[config.mk]
export PLATFORM = sky130hd
export DESIGN_NAME = cp0_unit
export DESIGN_NICKNAME = d
export VERILOG_FILES = /design/src/rtl/cp0_unit.sv
export SDC_FILE = /design/constraint.sdc
export NUM_CORES = 1
export LEC_CHECK = 0
export ABC_AREA = 1
export CORE_UTILIZATION = 44
export DETAILED_ROUTE_END_ITERATION = 10
export GPL_ROUTABILITY_DRIVEN = 1
export MAX_ROUTING_LAYER = met4
export PLACE_DENSITY = 0.85
export SLEW_MARGIN = 5
export SYNTH_ARGS = -nofsm -noshare
export SYNTH_HDL_FRONTEND = slang
export SYNTH_SLANG_ARGS = --single-unit
[constraint.sdc]
create_clock -name clk -period 2.45 [get_ports clk]
set_input_delay 0.49 -clock clk [delete_from_list [all_inputs] [get_ports clk]]
set_output_delay 0.49 -clock clk [all_outputs]
set_load 0.005 [all_outputs]
[src/rtl/cp0_unit.sv]
// Coprocessor-0 exception/interrupt unit (M stage).
// Holds SR, Cause and EPC, serves mfc0/mtc0, raises Req for interrupts and
// exceptions, and supplies EPC for eret. Req and Dout are combinational by
// design: the pipeline needs them in the same cycle as the M-stage inputs.
module cp0_unit #(
   parameter logic [31:0] PRID       = 32'h2025_0001,
   parameter logic [31:0] HANDLER_PC = 32'h0000_4180
) (
   input  logic        clk,
   input  logic        reset,
   input  logic [4:0]  A1,
   input  logic [4:0]  A2,
   input  logic [31:0] Din,
   input  logic        WE,
   input  logic [31:0] VPC,
   input  logic        BDIn,
   input  logic [4:0]  ExcCodeIn,
   input  logic [5:0]  HWInt,
   input  logic        EXLClr,
   output logic [31:0] Dout,
   output logic [31:0] EPCOut,
   output logic        Req,
   output logic [31:0] HandlerPC
);

   // SR fields
   logic [5:0]  im_q, im_d;
   logic        exl_q, exl_d;
   logic        ie_q, ie_d;
   // Cause fields
   logic        bd_q, bd_d;
   logic [5:0]  ip_q, ip_d;
   logic [4:0]  exccode_q, exccode_d;
   // EPC
   logic [31:0] epc_q, epc_d;

   logic [31:0] sr_s;
   logic [31:0] cause_s;
   logic        int_req_s;
   logic        exc_req_s;

   assign sr_s    = {16'h0000, im_q, 8'h00, exl_q, ie_q};
   assign cause_s = {bd_q, 15'h0000, ip_q, 3'b000, exccode_q, 2'b00};

   // Request generation: nothing is taken while already inside a handler.
   always_comb begin
      int_req_s = (|(HWInt & im_q)) & ie_q & ~exl_q;
      exc_req_s = (ExcCodeIn != 5'd0) & ~exl_q;
   end

   assign Req       = int_req_s | exc_req_s;
   assign EPCOut    = epc_q;
   assign HandlerPC = HANDLER_PC;

   // mfc0 read mux; reads registered state only, no same-cycle mtc0 bypass.
   always_comb begin
      Dout = 32'h0000_0000;
      case (A1)
         5'd12:   Dout = sr_s;
         5'd13:   Dout = cause_s;
         5'd14:   Dout = epc_q;
         5'd15:   Dout = PRID;
         default: Dout = 32'h0000_0000;
      endcase
   end

   // Next-state: Req beats mtc0/eret (that instruction is being flushed);
   // eret beats an mtc0 on the EXL bit only.
   always_comb begin
      im_d      = im_q;
      exl_d     = exl_q;
      ie_d      = ie_q;
      bd_d      = bd_q;
      exccode_d = exccode_q;
      epc_d     = epc_q;
      ip_d      = HWInt;
      if (Req) begin
         exl_d     = 1'b1;
         bd_d      = BDIn;
         exccode_d = int_req_s ? 5'd0 : ExcCodeIn;
         epc_d     = BDIn ? (VPC - 32'd4) : VPC;
      end else begin
         if (WE) begin
            case (A2)
               5'd12: begin
                  im_d  = Din[15:10];
                  exl_d = Din[1];
                  ie_d  = Din[0];
               end
               5'd14:   epc_d = Din;
               default: epc_d = epc_q;
            endcase
         end else begin
            epc_d = epc_q;
         end
         if (EXLClr) begin
            exl_d = 1'b0;
         end else begin
            exl_d = exl_d;
         end
      end
   end

   // State registers with synchronous active-high reset.
   always_ff @(posedge clk) begin
      if (reset) begin
         im_q      <= 6'd0;
         exl_q     <= 1'b0;
         ie_q      <= 1'b0;
         bd_q      <= 1'b0;
         ip_q      <= 6'd0;
         exccode_q <= 5'd0;
         epc_q     <= 32'h0000_0000;
      end else begin
         im_q      <= im_d;
         exl_q     <= exl_d;
         ie_q      <= ie_d;
         bd_q      <= bd_d;
         ip_q      <= ip_d;
         exccode_q <= exccode_d;
         epc_q     <= epc_d;
      end
   end

endmodule

==> flow_summary.ini, run 1 <==
[clocking]
clk_pin_slew_ns = 0.10
clk_latency_ns = 0.31
cts-root-buf = clkbuf_8
cts.sinks = 52
cts_tree = built
cts_buffers = 5
h-tree-depth = 2
cts_buffer_depth = 2

[finish]
syn_to_final_growth_pct = 45.6
antenna_cells = 0
final_cells = 893
nets = 878
final_layout_size_suffix_gt1_share_pct = 8.76

[floorplan]
die-area_um2 = 8870
start_util_pct = 45.5
core-area_um2 = 8220
ioPinCount = 187
rows = 33
die_y_um = 94.2
dieWidth_um = 94.2

[grt]
antenna_found_initial = 0
grt_use_total_pct = 29.8
grt_pass1_vias = 4092
grt_pass1_wl_mm = 19.9
grt-ovfl-total = 0
grt_max_degree = 48

[power]
ir_worst_vdd_mv = 0.228
power.density_nw_per_um2 = 385
p_total_mw = 2.09
power.leakage_nw = 2.57

[yosys]
syn_area_um2 = 3740
synthSimpleGateAreaFrac_pct = 37.5
syn_inst = 625
synth_compound_area_share_pct = 13.7
synth_mux_area_share_pct = 0.268
ys_top_cells_by_count = nand2_1 (177), nor2_1 (114), inv_1 (67), dfxtp_1 (52), o21ai_0 (43)
ys_seq_area_share_pct = 27.8
async_flop_share_pct = 0
synth.top_cells.by_area = dfxtp_1 (28%), nand2_1 (18%), nor2_1 (11%)
synth_xor_area_share_pct = 3.51
synthAdderAreaFrac_pct = 0.335
post_synth.cell_area_avg_um2 = 5.98
synth_top_family_by_area = simple AND/OR/NAND/NOR gates
synth_edf_count = 0
synth_cell_type_count = 37
yosysTopAreaCell = dfxtp_1
ys.flop_type = dfxtp_1
yosysWarningCount = 0
synth_most_common_cell = nand2_1
synth_top_cell_area_share_pct = 27.8
ys_ff_latch = 52

[critical_path]
critPathMaxFanout = 13
crit_required_ns = 1.96
path_class = in2out
cp.arrival_ns = 1.98
end_kind = output pin
cp-start-kind = input port

[sta]
fin_crit_ns = 2.47
setup_tns_ns = -0.0182
period_share_pct = 101
hold_viol = 0
layout_setup_ws_ns = -0.0182
finClkSkew_ns = 0.00320
setup_viol = 1
timing.fmax_mhz = 405
maxSlewViolCount = 0
hold_slack_ns = 0.476
rsz0062_at_grt = yes

[drt]
drc_errors = 0
wire_per_inst_um = 14.5
drtAntennaViolNets = 0
viasPerCell = 5.05
drt-total-wl_mm = 12.9
drtPass1Iterations = 5
first_iter_violations = 272
vias = 4512

[outcome]
status = finished, violations left
violations = negative setup slack

[job]
drv_cap = 0

[place]
dp_hpwl_mm = 10.3
port_buffers = 154
dp_cells = 882
gp_congestion = 1.00

[worst_hold_path]
hold_path_class = reg2reg
[layout by cell type (no fill, tap or decap), drive strengths merged, types with 5 or more instances in the layout]
cell | Yosys | routed
nand3 | 25 | 25
clkbuf | 10 | 17
nand2 | 178 | 178
o21ai | 44 | 44
a31oi | 6 | 6
o211ai | 6 | 6
buf | 44 | 25
a21oi | 26 | 26
xor2 | 12 | 12
nor2 | 118 | 118
dfxtp | 52 | 52
dlygate4sd2 | 0 | 18
nand4 | 9 | 9
conb | 2 | 32
clkdlybuf4s50 | 0 | 121
nor3 | 5 | 5
inv | 70 | 71
[per-layer routing]
layer | up-vias | part of all wire [%] | GRT usage (%)
li1 | 2212 | - | -
met1 | 2034 | 42 | 37.9
met2 | 240 | 48 | 49.6
met3 | 26 | 8.5 | 3.80
met4 | 0 | 1.6 | 7.56
met5 | - | 0 | -
[kinds of logic after synthesis]
group           Yosys count
compound gates           91
xor+xnor                 15
fa+ha+maj                 1
buf+inv                 125
flops                    52
mux                       1
other cells               2
simple gates            338
[final timing paths]
path                                                 from                         to  slack, ns  cells past startpoint
worst max-delay path                                A1[4]                    Dout[6]      -0.02                      8
worst min-delay path            exccode_q[2]$_SDFFE_PP0P_  exccode_q[2]$_SDFFE_PP0P_       0.48                      2
worst max register to register       im_q[2]$_SDFFE_PP0P_    EPCOut[21]$_SDFFE_PP0P_       0.65                     11
worst min register to register  exccode_q[2]$_SDFFE_PP0P_  exccode_q[2]$_SDFFE_PP0P_       0.48                      2
[report_power, final]
| part | switching [mW] | internal, mW |
|---|---|---|
| combinational | 0.300 | 0.325 |
| clock | 0.306 | 0.204 |
| sequential | 0.0495 | 0.909 |
[what timing repair did]
action | 4_1_cts | 5_1_grt
hold buffers | 0 | 0
pin swaps | 0 | 1
gates cloned | 1 | 0
resized for setup | 41 | 31
setup endpoints to repair | 33 | 8
buffers inserted | 1 | 1
[layout make-up]
cell class	instances	area, um2
timing repair buffer	179	1700
clock buffer	5	68.8
tap	105	131
fill	735	2770
multi-input combinational	478	2210
inverter	71	267
clock inverter	3	21.3
sequential	52	1040
[per-stage QoR]
| step | cell area (um2) | utilization [%] | worst slack, ns |
|---|---|---|---|
| after floorplan | 3850 | - | 0.675 |
| after global placement | 5370 | 65.4 | -0.178 |
| after detailed placement | 5370 | 65.4 | -0.291 |
| after CTS | 5460 | 66.4 | -0.171 |
| after global routing | 5440 | 66.2 | -0.0739 |
| final | 5440 | 66.2 | -0.0182 |
[flip-flops by register name, indices dropped and copies added (netlist names)]
signal and cells:
EPCOut 32, bd_q 1, exccode_q 5, exl_q 1
ie_q 1, im_q 6, ip_q 6
[worst max-delay path: stages]
cell	delay, ns
clkdlybuf4s50_1	0.44
nor2_1	0.26
nand2_4	0.11
buf_4	0.14
inv_2	0.06
buf_12	0.13
a22o_1	0.13
dlygate4sd2_1	0.23
Power figures use the tool's default switching activity.
==> run 2, diff against run 1 <==
- PLACE_DENSITY: 0.85 -> 0.89
==> run 2 against run 1 <==
The run now ends clean. Final cell count shrank 0.22%. Clock-buffer cell count is 1 higher. Worst hold slack better by 0.0054 ns. Highest routed layer unchanged. Clock skew increased by 0.0094 ns.
==> flow_summary.ini, run 2 (synthesis results as in run 1) <==
[place]
dp_cells = 881
gp_congestion = 0.930
dp_hpwl_mm = 10.6
pre_cts_ws_ns = -0.286
place_area_um2 = 5360
port_buffers = 154

[power]
power_frac_seq_pct = 43.6
ir_worst_vdd_mv = 0.276
switching_share_pct = 29.5
clock_power_share_pct = 27.8
comb_power_share_pct = 28.6
p_int_mw = 1.55
power.leakage_nw = 2.53
p_total_mw = 2.19
p_sw_uw = 648
power.density_nw_per_um2 = 402

[clocking]
cts_tree = built
cts_buffers = 5
clk_pin_slew_ns = 0.09
cts.sinks = 52
clk_latency_ns = 0.31
h-tree-depth = 2
cts_hold_buf = 0
cts-root-buf = clkbuf_8
cts_buffer_depth = 2

[finish]
final_layout_size_suffix_gt1_share_pct = 7.89
final_cells = 891
postLayoutCellArea_um2 = 5460
antenna_cells = 0
syn_to_final_growth_pct = 46.1
final_common_cell = nand2_1
post-route-util_pct = 66.5
largest_reg_flops = 32
mostFrequentLayoutCells = nand2_1 (175), clkdlybuf4s50_1 (120), nor2_1 (110), inv_1 (65), dfxtp_1 (52)
nets = 876

[grt]
grt_pass1_vias = 4165
antenna_found_initial = 0
grt_max_degree = 27
grt-ovfl-total = 0
grt_use_total_pct = 30.5
grt_pass1_wl_mm = 20.3

[critical_path]
cp-start-kind = input port
path_class = in2out
r2r_cells = 10
end_kind = output pin
r2r_slack_ns = 0.65
critPathMaxFanout = 5
r2r-end = EPCOut[14]$_SDFFE_PP0P_
cp.arrival_ns = 1.87
crit_required_ns = 1.96
r2r-start = im_q[2]$_SDFFE_PP0P_

[floorplan]
die_y_um = 94.2
rows = 33
ioPinCount = 187
die-area_um2 = 8870
start_util_pct = 45.5
core-area_um2 = 8220
dieWidth_um = 94.2

[sta]
hold_viol = 0
timing.fmax_mhz = 423
maxSlewViolCount = 0
finClkSkew_ns = 0.0126
setup_viol = 0
period_share_pct = 96.4
layout_setup_ws_ns = 0.0880
fin_crit_ns = 2.36
setup_tns_ns = 0
hold_slack_ns = 0.481

[worst_hold_path]
hold_depth = 2
hold_path_class = reg2reg
min_to = exccode_q[2]$_SDFFE_PP0P_
worstHoldStart = exccode_q[2]$_SDFFE_PP0P_

[drt]
vias = 4421
drtPass1Iterations = 5
wire_per_inst_um = 14.6
drc_errors = 0
first_iter_violations = 261
drtAntennaViolNets = 0
viasPerCell = 4.96
drt-total-wl_mm = 13.0

[job]
drv_cap = 0

[outcome]
status = finished clean
[run 2: changes by cell type in the layout (fill, tap and decap cells not counted), sizes merged, moves of 2 or more]
cell and delta:
dlymetal6s2s -2, dlygate4sd2 +6, buf -2, clkbuf -3
[run 2: worst max path at each step]
| stage | cells past startpoint | from | slack [ns] | endpoint |
|---|---|---|---|---|
| 4_1_cts | 10 | A1[3] | 0.002 | Dout[15] |
| 5_1_grt | 9 | A1[3] | -0.007 | Dout[14] |
| 2_1_floorplan | 6 | A1[3] | 0.67 | Dout[19] |
| 3_3_place_gp | 8 | A1[3] | -0.20 | Dout[14] |
| 6_report | 7 | A1[3] | 0.09 | Dout[11] |
| 3_5_place_dp | 8 | A1[3] | -0.29 | Dout[11] |
[run 2: critical path, cell delays in order]
cell             delay [ns]
clkdlybuf4s50_1        0.48
nand2_2                0.11
nor2_4                 0.11
nand2_2                0.08
buf_4                  0.18
o211ai_1               0.17
dlygate4sd2_1          0.25
[run 2: layer usage]
layer  routed length, um  track usage [%]  vias up
li1                    -                -     2213
met1                5760             38.3     1990
met2                6240             52.4      199
met3                 808             3.72       19
met4                 185             6.67        0
met5                   0                -        -
[run 2: what timing repair did]
| item | CTS | global route |
|---|---|---|
| setup buffers | 2 | 0 |
| resized for setup | 44 | 21 |
| pin swaps | 1 | 1 |
| endpoints found under the setup margin | 32 | 11 |
[run 2: area by class of cell]
cell class / count / area (um2)
fill: 746 / 2760
tap: 105 / 131
sequential: 52 / 1040
multi-input combinational: 478 / 2210
inverter: 71 / 269
timing repair buffer: 177 / 1700
clock inverter: 2 / 38.8
clock buffer: 6 / 72.6
[run 2: power by group through the flow]
| stage | Sequential (mW) | Combinational (mW) | Clock (mW) |
|---|---|---|---|
| after floorplan | 0.967 | 0.289 | 0 |
| after global placement | 0.974 | 0.610 | 0 |
| after detailed placement | 0.976 | 0.619 | 0 |
| after CTS | 0.957 | 0.622 | 0.617 |
| after global routing | 0.965 | 0.687 | 0.647 |
| final | 0.957 | 0.627 | 0.610 |
==> edit 1: new RTL, flow settings as in run 2 <==
Take the reset off `im_q` and `ip_q` and load them in a clocked block of their own.
--- a/src/rtl/cp0_unit.sv
+++ b/src/rtl/cp0_unit.sv
@@ -105,17 +105,13 @@
    always_ff @(posedge clk) begin
       if (reset) begin
-         im_q      <= 6'd0;
          exl_q     <= 1'b0;
          ie_q      <= 1'b0;
          bd_q      <= 1'b0;
-         ip_q      <= 6'd0;
          exccode_q <= 5'd0;
          epc_q     <= 32'h0000_0000;
       end else begin
-         im_q      <= im_d;
          exl_q     <= exl_d;
          ie_q      <= ie_d;
          bd_q      <= bd_d;
-         ip_q      <= ip_d;
          exccode_q <= exccode_d;
          epc_q     <= epc_d;
@@ -123,4 +119,9 @@
    end
 
+   always_ff @(posedge clk) begin
+      im_q <= im_d;
+      ip_q <= ip_d;
+   end
+
 endmodule
 
Behaviour: not the same (a bounded check fails within 4 cycles, from zero or initial values and one cycle with reset high).
==> edit 1 against run 2 <==
Clock power shrank 15%. Area after synthesis increased by 0.97%. Global-route usage down 3.7 points. Largest power group unchanged. Total power is 3.7% lower. Sequential power rose by 1%. Non-clock buffer count down 6. Final area hardly changed. Clock skew rose by 4.8 ps. Setup slack got worse by 0.71 ps. Combinational power hardly changed. Largest cell class unchanged. Sequential cell count stayed put. Routed wire length decreased by 9.8%. Synthesized cell count down 5.8%. Critical path depth increased by 1.
==> edit 1: results (changes against run 2) <==
| Metric | Value |
|---|---|
| IO Port Bufs | `154 (unchanged)` |
| Fill cells | `734 (-1.6%)` |
| Hold Crit Start | `exccode_q[4]` |
| Via count | `4,213 (-4.7%)` |
| GP Congestion | `0.8479 (-8.8%)` |
| Crit Path Max Fanout | `8 (+3)` |
| Peak VDD IR | `0.2258 mV (-18%)` |
| Diode count | `0 (unchanged)` |
| CTS buffer count | `5 (unchanged)` |
| CTS Buffer Depth | `2 (unchanged)` |
| Setup WS pre-CTS | `-233.6 ps (+52.02 ps)` |
| Final Hold Vio Count | `0 (unchanged)` |
| Crit Reg-Reg Endpoint | `EPCOut[6]` |
| DPL Wire Length | `9.497 mm (-10%)` |
| GR Overflow Total | `0 (unchanged)` |
| Worst hold stages | `2 (unchanged)` |
| Clk pin slew, worst setup/hold paths | `90 ps (about the same)` |
| Hold Path End | `exccode_q[4]` |
| Nets | `834 (-4.8%)` |
| Worst reg-to-reg path cell count | `11 (+1)` |
| Worst reg2reg startpoint | `im_q[1]` |
| Clk_skew | `17.37 ps (+4.753 ps)` |
| Worst min path class | `flip-flop to flip-flop` |
| DRT iter0 DRCs | `265 (+1.5%)` |
| Fraction of registers with async set/reset | `0% (unchanged)` |
| Largest register FFs | `32 (unchanged)` |
| Post-synth EDFFs | `6 (+6)` |
| Critical path arrival | `1870 ps (about the same)` |
| Skew-Pair Late Insertion Delay | `320 ps` |
| CTS H-tree lvls | `2 (unchanged)` |
| Largest net degree at the start of global routing | `38 (+41%)` |
| Relative slew margins | `66.45%` |
| Final wirelength | `11.72 mm (-9.8%)` |
| Clock root cell | `clkbuf_8` |
| Initial antenna violation count | `0 (unchanged)` |
| DRT Pass-1 Iters | `4 (-1)` |
| GRT Overall Usage | `26.89% (-3.7 points)` |
| Layout cells sized above 1 | `10.62% (+2.7 points)` |
| Sequential area share after synthesis | `29.17% (+1.3 points)` |
| Reg-to-reg slack, setup | `630 ps (-20 ps)` |
| Synth top cells by count | `nand2_1, nor2_1, inv_1` |
| First-pass GRT wire length | `18.34 mm (-9.4%)` |
| Ys Warns | `0 (unchanged)` |
| Synth unique cells | `38 (+2.7%)` |
| Vias in the first global route | `3,859 (-7.3%)` |
| P_leak | `0.002525 uW (-0.37%)` |
| Area contributors post-synth | `dfxtp_1, nand2_1, buf_4` |
| Status | `finished, final reports clean` |
edit 1: changes by cell type in the layout (fill, tap and decap cells not counted), moves of 5 or more:
cell / change
o21ai_1: +5
nand3_1: +12
buf_4: -8
edfxtp_1: +6
nand2_2: +5
dfxtp_1: -6
nand2_1: +8
inv_1: -8
dlymetal6s2s_1: +6
a21oi_2: +6
o21ai_0: -20
nor2_1: -45
nor2_4: +6
edit 1: cell families after synthesis:
family | share of synthesized area, %
AND/OR/NAND/NOR | 38.32
other | 0.1989
AO/OA/AOI/OAI | 12.26
adder cells (fa/ha/maj) | 0.3314
buffers and inverters | 16.24
flip-flops | 29.17
XOR/XNOR | 3.480
edit 1: worst max-delay path by stage:
stage,to,depth (start not counted),slack (ps),start
3_3_place_gp,Dout[20],7,-200,A1[1]
6_report,Dout[9],8,90,A1[3]
4_1_cts,Dout[18],7,-120,A1[0]
5_1_grt,Dout[15],8,-10,A1[3]
3_5_place_dp,Dout[18],7,-230,A1[1]
2_1_floorplan,Dout[3],6,700,A1[3]
edit 1: metal layers:
| metal | vias to the layer above | GRT usage (%) | wire [um] |
|---|---|---|---|
| met5 | - | - | 0 |
| met2 | 195 | 46.10 | 5850 |
| met3 | 15 | 2.576 | 794 |
| met1 | 1910 | 33.72 | 4900 |
| li1 | 2093 | - | - |
| met4 | 0 | 6.944 | 174 |
edit 1: layout make-up:
cell class              instances  area, um^2  area share, %
multi-input cells             449        2188          40.09
well taps                     105       131.4          2.407
repair buffers                171        1702          31.17
flip-flops and latches         52        1101          20.17
inverters                      64       241.5          4.424
clock buffers                   5       68.82          1.261
clock inverters                 3       26.28         0.4813
edit 1: metrics by stage:
stage	hold WS (ps)	TNS [ps]	power (uW)	std cells	cell area [um^2]
floorplan	444.5	0	1282	619	3887
global placement	459.9	-3479	1597	839	5364
detailed placement	459.8	-4677	1609	839	5364
CTS	475.4	-385.3	2117	847	5445
global route	503.8	-26.43	2221	849	5459
finish	475.5	0	2113	849	5459
edit 1: power by group:
group	leakage [uW]	total (uW)	internal [uW]	switching (uW)
Combinational	0.00204	628	328	300
Sequential	0.000437	968	924	44.1
Clock	0.0000487	517	209	308
Total	0.00252	2110	1460	652
edit 1: what timing repair did:
item | in CTS | in global routing
pin swaps | 0 | 1
endpoints found under the hold margin | 0 | 0
gates resized for setup | 36 | 22
setup buffers | 0 | 2
setup endpoints to repair | 32 | 13
cloned | 0 | 0
edit 1: worst max-delay path, stage by stage:
cell	delay (ps)
clkdlybuf4s50_1	450
nand2_1	80
nor2_2	160
nand2_2	100
buf_4	140
buf_6	130
nor2_1	70
dlygate4sd2_1	240
==> edit 2: new RTL, settings of run 2 <==
Without the edit above. The parameter `PRID` goes from 32'h2025_0001 to 32'h10128000.
--- a/src/rtl/cp0_unit.sv
+++ b/src/rtl/cp0_unit.sv
@@ -4,5 +4,5 @@
 // design: the pipeline needs them in the same cycle as the M-stage inputs.
 module cp0_unit #(
-   parameter logic [31:0] PRID       = 32'h2025_0001,
+   parameter logic [31:0] PRID       = 32'h10128000,
    parameter logic [31:0] HANDLER_PC = 32'h0000_4180
 ) (
Behaviour: not the same (a bounded check fails within 4 cycles, from zero or initial values and one cycle with reset high).
==> edit 2 against run 2 <==
Sequential cell count did not move. Routed wire length down 0.46%. Core utilization increased by 0.74 points. Critical endpoint is now Dout[17]. Critical path depth is 2 higher. Combinational power decreased by 1%. Area after synthesis grew 0.60%. Total power decreased by 4.7%. Setup slack worse by 15 ps. Sequential power about the same. First-iteration DRC count increased by 18%. Critical path type unchanged. Final area grew 1.6%. Largest power group unchanged.
==> edit 2: results (changes against run 2) <==
| Metric | Value |
|---|---|
| P_leak | `0.002794 uW (+10%)` |
| Clk pin slew, worst setup/hold paths | `90 ps (about the same)` |
| Status | `finished, final reports clean` |
| Initial antenna violation count | `0 (unchanged)` |
| DRT Pass-1 Iters | `5 (unchanged)` |
| Worst Tran Pin Value | `723.8 ps` |
| Nets | `879 (+0.34%)` |
| Cells after Synth | `627 (+0.32%)` |
| CTS Buffer Depth | `2 (unchanged)` |
| Fraction of registers with async set/reset | `0% (unchanged)` |
| Met2 usage | `50.48% (-1.9 points)` |
| Sequential area share after synthesis | `27.68% (-0.17 points)` |
| Critical path arrival | `1890 ps (+20 ps)` |
| Synth top cells by count | `nand2_1, nor2_1, inv_1` |
| GR Util met1 | `36.51% (-1.7 points)` |
| Critical path's largest stage delay | `about 470 ps` |
| Drt wl/cell | `14.47 um (-0.80%)` |
| Clock root cell | `clkbuf_8` |
| Met3 Usage GRT | `3.140% (-0.58 points)` |
| Clk_skew | `13.94 ps (+1.327 ps)` |
| CTS buffer count | `5 (unchanged)` |
| Ys Warns | `0 (unchanged)` |
| Largest net degree at the start of global routing | `32 (+19%)` |
| Largest register FFs | `32 (unchanged)` |
| Skew-Pair Late Insertion Delay | `320 ps` |
| Synth Flop Type | `dfxtp_1` |
| Synth unique cells | `36 (-2.7%)` |
| Via count | `4,514 (+2.1%)` |
| Vias in the first global route | `4,213 (+1.2%)` |
| Worst min path class | `flip-flop to flip-flop` |
| Peak VDD IR | `0.2699 mV (-2.2%)` |
| Final Non-Filler Cells | `894 (+0.34%)` |
| Diode count | `0 (unchanged)` |
| DRT iter0 DRCs | `308 (+18%)` |
| First-pass GRT wire length | `19.93 mm (-1.6%)` |
| Layout cells sized above 1 | `8.238% (+0.35 points)` |
| Delay-heaviest family, CP | `buffers and inverters` |
| CTS H-tree lvls | `2 (unchanged)` |
| Area contributors post-synth | `dfxtp_1, nand2_1, nor2_1` |
| CP max stage cell | `clkdlybuf4s50_1` |
| GP Congestion | `0.9563 (+2.8%)` |
| GRT Overall Usage | `29.45% (-1.1 points)` |
| Crit Path Max Fanout | `3 (-2)` |
| IO Port Bufs | `154 (unchanged)` |
| DPL Wire Length | `10.30 mm (-2.7%)` |
## edit 2: logic make-up after synthesis
| family | Yosys count | synth area share, % |
|---|---|---|
| buffers and inverters | 127 | 16.57 |
| AO/OA/AOI/OAI | 90 | 13.57 |
| AND/OR/NAND/NOR | 338 | 37.69 |
| other | 2 | 0.1997 |
| adder cells (fa/ha/maj) | 1 | 0.3326 |
| flip-flops | 52 | 27.68 |
| XOR/XNOR | 17 | 3.959 |
## edit 2: final timing paths
kind | from | endpoint | slack (ps) | cells after the start
max | A1[2] | Dout[17] | 70 | 9
min | EPCOut[22] | EPCOut[22] | 490 | 2
max reg2reg | im_q[2] | EPCOut[29] | 570 | 11
min reg2reg | EPCOut[22] | EPCOut[22] | 490 | 2
## edit 2: timing repair
action,4_1_cts,5_1_grt
endpoints found under the hold margin,0,0
pin swaps,1,2
setup buffers,2,1
setup endpoints to repair,33,31
gates resized for setup,26,39
## edit 2: tightest hold or removal path: stages (launching register included)
cell and delay [ps]:
dfxtp_1 330, nand2_1 60, a21oi_1 50
## edit 2: through the flow
stage	hold slack, ps	instance area (um^2)	worst slack (ps)
after floorplan	439.4	3874	649.5
after global placement	460.6	5380	-161.4
after detailed placement	477.0	5380	-241.4
after CTS	491.9	5484	-175.4
after global routing	502.6	5550	-12.06
final	485.4	5550	73.28
## edit 2: cell type report
class,count,area (um^2)
flip-flops and latches,52,1041
repair buffers,178,1774
clock inverters,3,21.27
clock buffers,5,68.82
well taps,105,131.4
multi-input cells,478,2240
inverters,73,274.0
fillers,746,2708
## edit 2: layer usage
metal	vias to the layer above	share of wire, %
li1	2217	-
met1	2073	42
met2	200	49
met3	24	6.7
met4	0	2.3
met5	-	0
## edit 2: report_power, final
| group | leakage, uW | switching, uW | internal, uW |
|---|---|---|---|
| clock | 0.0000445 | 309 | 204 |
| sequential | 0.000431 | 48.6 | 910 |
| combinational | 0.00232 | 299 | 322 |
| total | 0.00279 | 656 | 1440 |
